--- src/rtl/open_list_pkg.sv ---
// Shared types for the open-list queue and its requester arbiter.
package open_list_pkg;

    localparam int OL_DATA_WIDTH = 32;

    typedef enum logic [1:0] {
        IDLE,
        ENQ,
        DEQ,
        ACK
    } ol_state_e;

    typedef enum logic {
        OP_WR,
        OP_RD
    } ol_op_e;

endpackage

--- src/rtl/rr_arbiter.sv ---
// Round-robin picker: first set request above the last winner, wrapping.
module rr_arbiter
    import open_list_pkg::*;
#(
    parameter int NUM_REQ = 4
) (
    input  logic                       CLK,
    input  logic                       RSTn,
    input  logic [NUM_REQ-1:0]         req,
    input  logic                       grant_en,
    output logic [NUM_REQ-1:0]         grant,
    output logic [$clog2(NUM_REQ)-1:0] grant_idx,
    output logic                       grant_any
);

    localparam int IDX_W = $clog2(NUM_REQ);

    logic [IDX_W-1:0] ptr;

    always_comb begin
        int               c;
        logic [IDX_W-1:0] cand;
        grant     = '0;
        grant_idx = '0;
        grant_any = 1'b0;
        c         = 0;
        cand      = '0;
        for (int k = 1; k <= NUM_REQ; k++) begin
            c = int'(ptr) + k;
            if (c >= NUM_REQ) begin
                c = c - NUM_REQ;
            end
            cand = IDX_W'(c);
            if (!grant_any && req[cand]) begin
                grant_any   = 1'b1;
                grant_idx   = cand;
                grant[cand] = 1'b1;
            end
        end
    end

    // Pointer parks on the last winner so it gets lowest priority next time.
    always_ff @(posedge CLK or posedge RSTn) begin
        if (RSTn) begin
            ptr <= IDX_W'(NUM_REQ - 1);
        end else if (grant_en && grant_any) begin
            ptr <= grant_idx;
        end
    end

endmodule

--- src/rtl/open_list_arbiter.sv ---
// Serialises enqueue/dequeue requests from several lanes onto one open_list_queue.
module open_list_arbiter
    import open_list_pkg::*;
#(
    parameter int NUM_REQ     = 4,
    parameter int DATA_WIDTH  = OL_DATA_WIDTH,
    parameter int READ_CYCLES = 2
) (
    input  logic                          CLK,
    input  logic                          RSTn,
    input  logic [NUM_REQ-1:0]            req_wrt,
    input  logic [NUM_REQ-1:0]            req_read,
    input  logic [NUM_REQ*DATA_WIDTH-1:0] req_node_f,
    output logic [NUM_REQ-1:0]            req_ack,
    output logic                          rsp_err,
    output logic                          rsp_valid,
    output logic [DATA_WIDTH-1:0]         rsp_node_f,
    output logic                          q_wrt,
    output logic                          q_read,
    output logic                          q_valid,
    output logic [DATA_WIDTH-1:0]         q_node_f,
    input  logic                          q_full,
    input  logic                          q_empty,
    input  logic                          q_o_valid,
    input  logic [DATA_WIDTH-1:0]         q_o_node_f
);

    localparam int IDX_W = $clog2(NUM_REQ);
    localparam int CNT_W = (READ_CYCLES > 1) ? $clog2(READ_CYCLES) : 1;
    localparam logic [CNT_W-1:0] LAST_RD = CNT_W'(READ_CYCLES - 1);

    ol_state_e             state;
    ol_op_e                lat_op;
    logic [IDX_W-1:0]      lat_idx;
    logic [DATA_WIDTH-1:0] lat_data;
    logic [DATA_WIDTH-1:0] rd_data;
    logic                  rd_err;
    logic [CNT_W-1:0]      rd_cnt;

    logic [NUM_REQ-1:0]    req_any;
    logic [NUM_REQ-1:0]    win_onehot;
    logic [IDX_W-1:0]      win_idx;
    logic                  win_valid;
    logic                  win_wr;
    logic [DATA_WIDTH-1:0] win_data;
    logic [NUM_REQ-1:0]    lat_onehot;
    logic                  pop_err;
    logic [DATA_WIDTH-1:0] pop_data;

    assign req_any    = req_wrt | req_read;
    assign win_wr     = |(win_onehot & req_wrt);
    assign lat_onehot = NUM_REQ'(1) << lat_idx;
    assign q_node_f   = q_wrt ? lat_data : '0;

    rr_arbiter #(
        .NUM_REQ (NUM_REQ)
    ) u_rr (
        .CLK       (CLK),
        .RSTn      (RSTn),
        .req       (req_any),
        .grant_en  (state == IDLE),
        .grant     (win_onehot),
        .grant_idx (win_idx),
        .grant_any (win_valid)
    );

    always_comb begin
        win_data = '0;
        for (int i = 0; i < NUM_REQ; i++) begin
            if (win_onehot[i]) begin
                win_data = req_node_f[i*DATA_WIDTH +: DATA_WIDTH];
            end
        end
    end

    // The head is only trusted on the first read cycle; later cycles replay it.
    always_comb begin
        if (rd_cnt == '0) begin
            pop_err  = !q_o_valid;
            pop_data = q_o_valid ? q_o_node_f : '0;
        end else begin
            pop_err  = rd_err;
            pop_data = rd_data;
        end
    end

    always_ff @(posedge CLK or posedge RSTn) begin
        if (RSTn) begin
            state      <= IDLE;
            lat_op     <= OP_WR;
            lat_idx    <= '0;
            lat_data   <= '0;
            rd_data    <= '0;
            rd_err     <= 1'b0;
            rd_cnt     <= '0;
            req_ack    <= '0;
            rsp_err    <= 1'b0;
            rsp_valid  <= 1'b0;
            rsp_node_f <= '0;
            q_wrt      <= 1'b0;
            q_read     <= 1'b0;
            q_valid    <= 1'b0;
        end else begin
            case (state)
                IDLE: begin
                    if (win_valid) begin
                        lat_idx  <= win_idx;
                        lat_op   <= win_wr ? OP_WR : OP_RD;
                        lat_data <= win_data;
                        rd_cnt   <= '0;
                        if ((win_wr && q_full) || (!win_wr && q_empty)) begin
                            state      <= ACK;
                            req_ack    <= win_onehot;
                            rsp_err    <= 1'b1;
                            rsp_valid  <= 1'b0;
                            rsp_node_f <= '0;
                        end else if (win_wr) begin
                            state   <= ENQ;
                            q_wrt   <= 1'b1;
                            q_valid <= 1'b1;
                        end else begin
                            state   <= DEQ;
                            q_read  <= 1'b1;
                            q_valid <= 1'b1;
                        end
                    end
                end
                ENQ: begin
                    state      <= ACK;
                    q_wrt      <= 1'b0;
                    q_valid    <= 1'b0;
                    req_ack    <= lat_onehot;
                    rsp_err    <= 1'b0;
                    rsp_valid  <= 1'b0;
                    rsp_node_f <= '0;
                end
                DEQ: begin
                    rd_cnt  <= rd_cnt + 1'b1;
                    rd_err  <= pop_err;
                    rd_data <= pop_data;
                    if (rd_cnt == LAST_RD) begin
                        state      <= ACK;
                        q_read     <= 1'b0;
                        q_valid    <= 1'b0;
                        req_ack    <= lat_onehot;
                        rsp_err    <= pop_err;
                        rsp_valid  <= (lat_op == OP_RD) && !pop_err;
                        rsp_node_f <= pop_data;
                    end
                end
                ACK: begin
                    state      <= IDLE;
                    req_ack    <= '0;
                    rsp_err    <= 1'b0;
                    rsp_valid  <= 1'b0;
                    rsp_node_f <= '0;
                end
                default: state <= IDLE;
            endcase
        end
    end

endmodule

--- config.mk ---
export PLATFORM = sky130hd
export DESIGN_NAME = open_list_arbiter
export DESIGN_NICKNAME = d
export VERILOG_FILES = /design/src/rtl/open_list_pkg.sv /design/src/rtl/rr_arbiter.sv /design/src/rtl/open_list_arbiter.sv
export SDC_FILE = /design/constraint.sdc
export NUM_CORES = 1
export LEC_CHECK = 0
export ABC_AREA = 1
export BUFFER_PORTS_ARGS = -buffer_cell sky130_fd_sc_hd__buf_4
export CORE_MARGIN = 2
export CORE_UTILIZATION = 35
export CTS_CLUSTER_DIAMETER = 40
export CTS_CLUSTER_SIZE = 16
export DETAILED_ROUTE_END_ITERATION = 8
export SYNTH_ARGS = -nofsm -noshare
export SYNTH_HDL_FRONTEND = slang
export SYNTH_SLANG_ARGS = --single-unit
--- constraint.sdc ---
create_clock -name CLK -period 4 [get_ports CLK]
set_clock_uncertainty 0.2 [all_clocks]
set_input_delay 0.8 -clock CLK [delete_from_list [all_inputs] [get_ports CLK]]
set_output_delay 0.8 -clock CLK [all_outputs]
set_load 0.005 [all_outputs]
==> impl_metrics.tcl <==
set metrics [dict create \
    dr.pass1.iters 5 \
    cts_made_buffers 17 \
    cap_violations 0 \
    rrSetupSlack_ns 0.36 \
    portBuffers 245 \
    status "completed" \
    areaGrowthSynthToFinish_pct 40.5 \
    required_ns 4.13 \
    grt_pass1_wl_um 34600 \
    fin_ws_ns 0.357 \
    synthTopCellsByArea "dfrtp_1 (43%), a21oi_1 (12%), nand2_1 (12%)" \
    r2r_cells 13 \
    syn_nets 1059 \
    grt_setup_unrepaired "false" \
    crit_top_cell "nand3_1" \
    finalPower_w 0.00791 \
    row_count 49 \
    crit_fanout 33 \
    synth-seq-cells 114 \
    fin_tns_setup_ns 0 \
    ios 246 \
    start_kind "flip-flop" \
    clkSlewWorstSetupHoldPaths_ns 0.05 \
    ctsHtreeMaxLevel 4 \
    hold_buffers 0 \
    powerDensity_mw_per_mm2 862 \
    overflow 0 \
    syn-instance-count 874 \
    coreArea_mm2 0.0181 \
    cp.arrival_ns 3.77 \
    synth.largest_area_cell "dfrtp_1" \
    final_cells 1337 \
    maxSlewViolCount 0 \
    cts_tree "yes" \
    hold_viol 0 \
    postRouteAntennaNets 0 \
    viasPerCell 5.12 \
    totalWireLength_um 21600 \
    track_usage_pct 22.0 \
    clkSinkCount 114 \
    worstHoldStart "rsp_node_f[19]$_DFFE_PP0P_" \
    max-vdd-ir-drop_mv 0.430 \
    ctsResizeCount 0 \
    cp_cell_sequence "inv_2 -> ha_1 -> inv_1 -> nand3_1 -> nand2_2 -> nor2_2 -> nand3_1 -> nand3_2 -> inv_1 -> nand3_1 -> a21oi_1 -> o21ai_0 -> a21oi_1" \
    worst_pin_slew_ns 1.20 \
    regToRegEndpoint "lat_data[23]$_DFFE_PP0P_" \
    layout-drive-gt1-share_pct 29.7 \
    place_ws_ns 0.405 \
    gp_congestion 0.864 \
    post-cts-setup-buffers 0 \
    antenna_found_initial 3 \
    drc 0 \
    die_h_um 141 \
    synthTopCellsByCount "nand2_1 (211), a21oi_1 (162), dfrtp_1 (112)" \
    synth_warnings 0 \
    synthFlopType "dfrtp_1" \
    yosysMostFrequentCell "nand2_1" \
    grt_max_degree 67 \
    wl_per_cell_um 16.1 \
    grt_pass1_vias 6769 \
    clock_path_buffers 2 \
    rr_startpoint "u_rr.ptr[0]$_DFFE_PP1P_" \
    die_area_mm2 0.0198 \
    cellLeakagePower_nw 4.97 \
    clock_latency_ns 0.41 \
    async_reset_ff_share_pct 100 \
    end_kind "flip-flop" \
    relSlewSlack_pct 20.1 \
    ys_types 30 \
    fillers 1802 \
    max_freq_mhz 275 \
    finalCritPeriodShare_pct 91.1 \
    finalCriticalPeriod_ns 3.64 \
    die_x_um 141 \
    worstHoldPathType "flip-flop to flip-flop" \
    synth.avg_cell_area_um2 7.47 \
    finalSetupViolCount 0 \
    synth_top_area_share_pct 42.9 \
    cts_root_buf "clkbuf_16" \
    critPathKind "flip-flop to flip-flop" \
    hold_depth 2 \
    hpwlAfterDp_um 15200 \
    critPathMaxStageDelay_ns 0.88 \
    crit_slowest_cell "inv_1" \
    hold_end "rsp_node_f[19]$_DFFE_PP0P_" \
    final_nets 1278 \
    synth_edf_count 0 \
    via_count 6850 \
    seq_area_frac_synth_pct 43.7 \
    dpl.cell_count 1303 \
    drtIter0Drc 282 \
    syn-cell-area_mm2 0.00653 \
    start_util_pct 36.0 \
]
-- layer usage --
layer  vias up  GRT usage (%)  share of wire, %
met1      3232           27.0                42
met4         0           9.79               2.9
met2       247           35.7                47
met5         -              0                 0
met3        35           7.11               7.8
li1       3336              -                 -
-- power breakdown --
group,leakage (nW),total [W],internal [W],switching (W)
sequential,1.45,0.00190,0.00164,0.000259
clock,0.306,0.00165,0.00110,0.000547
combinational,3.22,0.00436,0.00158,0.00278
-- cell usage in the layout (no fill, tap or decap), types with 2 or more instances in the layout --
cell        count
a21oi_1       162
clkinv_4        3
o22ai_1         2
nand3_1        92
a22oi_1         2
clkinv_2        2
diode_2         3
dfrtp_1       112
nand4_1         5
nand2_1       211
bufinv_16       5
clkinvlp_4      3
buf_4         259
dfstp_2         2
ha_1           12
nand2_4         4
a21o_1         32
buf_12          2
nand3_2         5
inv_1          58
nor2_1         41
o21ai_0        42
nand2_2        18
nor3_1          2
inv_2           3
clkbuf_16      17
-- state kept, by name, summed over array words and instances (netlist names) --
name / count
q_read: 1
lat_op: 1
u_rr.ptr: 2
rsp_node_f: 32
q_wrt: 1
rd_data: 32
lat_idx: 2
rd_err: 1
req_ack: 4
rsp_err: 1
q_valid: 1
state: 2
rsp_valid: 1
rd_cnt: 1
lat_data: 32
-- how the worst max path moves through the flow --
| stage | from | to | slack, ns |
|---|---|---|---|
| after floorplan | u_rr.ptr[0]$_DFFE_PP1P_ | req_ack[0]$_DFFE_PP0P_ | 1.10 |
| after CTS | u_rr.ptr[0]$_DFFE_PP1P_ | lat_data[23]$_DFFE_PP0P_ | 0.39 |
| final | u_rr.ptr[0]$_DFFE_PP1P_ | lat_data[23]$_DFFE_PP0P_ | 0.36 |
| after detailed placement | u_rr.ptr[0]$_DFFE_PP1P_ | lat_data[23]$_DFFE_PP0P_ | 0.40 |
| after global placement | u_rr.ptr[0]$_DFFE_PP1P_ | lat_data[25]$_DFFE_PP0P_ | 0.49 |
| after global routing | u_rr.ptr[0]$_DFFE_PP1P_ | lat_data[16]$_DFFE_PP0P_ | 0.06 |
-- critical path, delay by kind of cell, from the launching register on --
family	cells	cell delay [ns]
DFF	1	0.64
adders and majority gates	1	0.37
AOI/OAI and AO/OA	3	0.52
and+or+nand+nor	6	0.70
buffers and inverters	3	1.14
-- logic make-up after synthesis --
kind of cell             share of synthesized area (%)
AND/OR/NAND/NOR                                   25.7
adder cells (fa/ha/maj)                           2.30
flip-flops                                        43.7
buffers and inverters                             7.95
AO/OA/AOI/OAI                                     20.3
-- through the flow --
stage | cell area (um2) | hold slack [ns] | util (%)
floorplan | 6530 | 0.249 | -
global placement | 8520 | 0.255 | 47.0
detailed placement | 8520 | 0.260 | 47.0
CTS | 9160 | 0.275 | 50.5
global route | 9170 | 0.284 | 50.5
finish | 9170 | 0.268 | 50.5
-- cell type report --
cell class | instances | area, um2 | area share (%)
Timing Repair Buffer | 261 | 1980 | 21.6
Clock inverter | 13 | 210 | 2.29
Inverter | 63 | 240 | 2.62
Antenna cell | 3 | 7.51 | 0.0819
Tap cell | 229 | 287 | 3.12
Clock buffer | 18 | 429 | 4.68
Sequential cell | 114 | 2860 | 31.1
Multi-Input combinational cell | 636 | 3160 | 34.4
No activity file was read; power rests on OpenSTA's default activity.
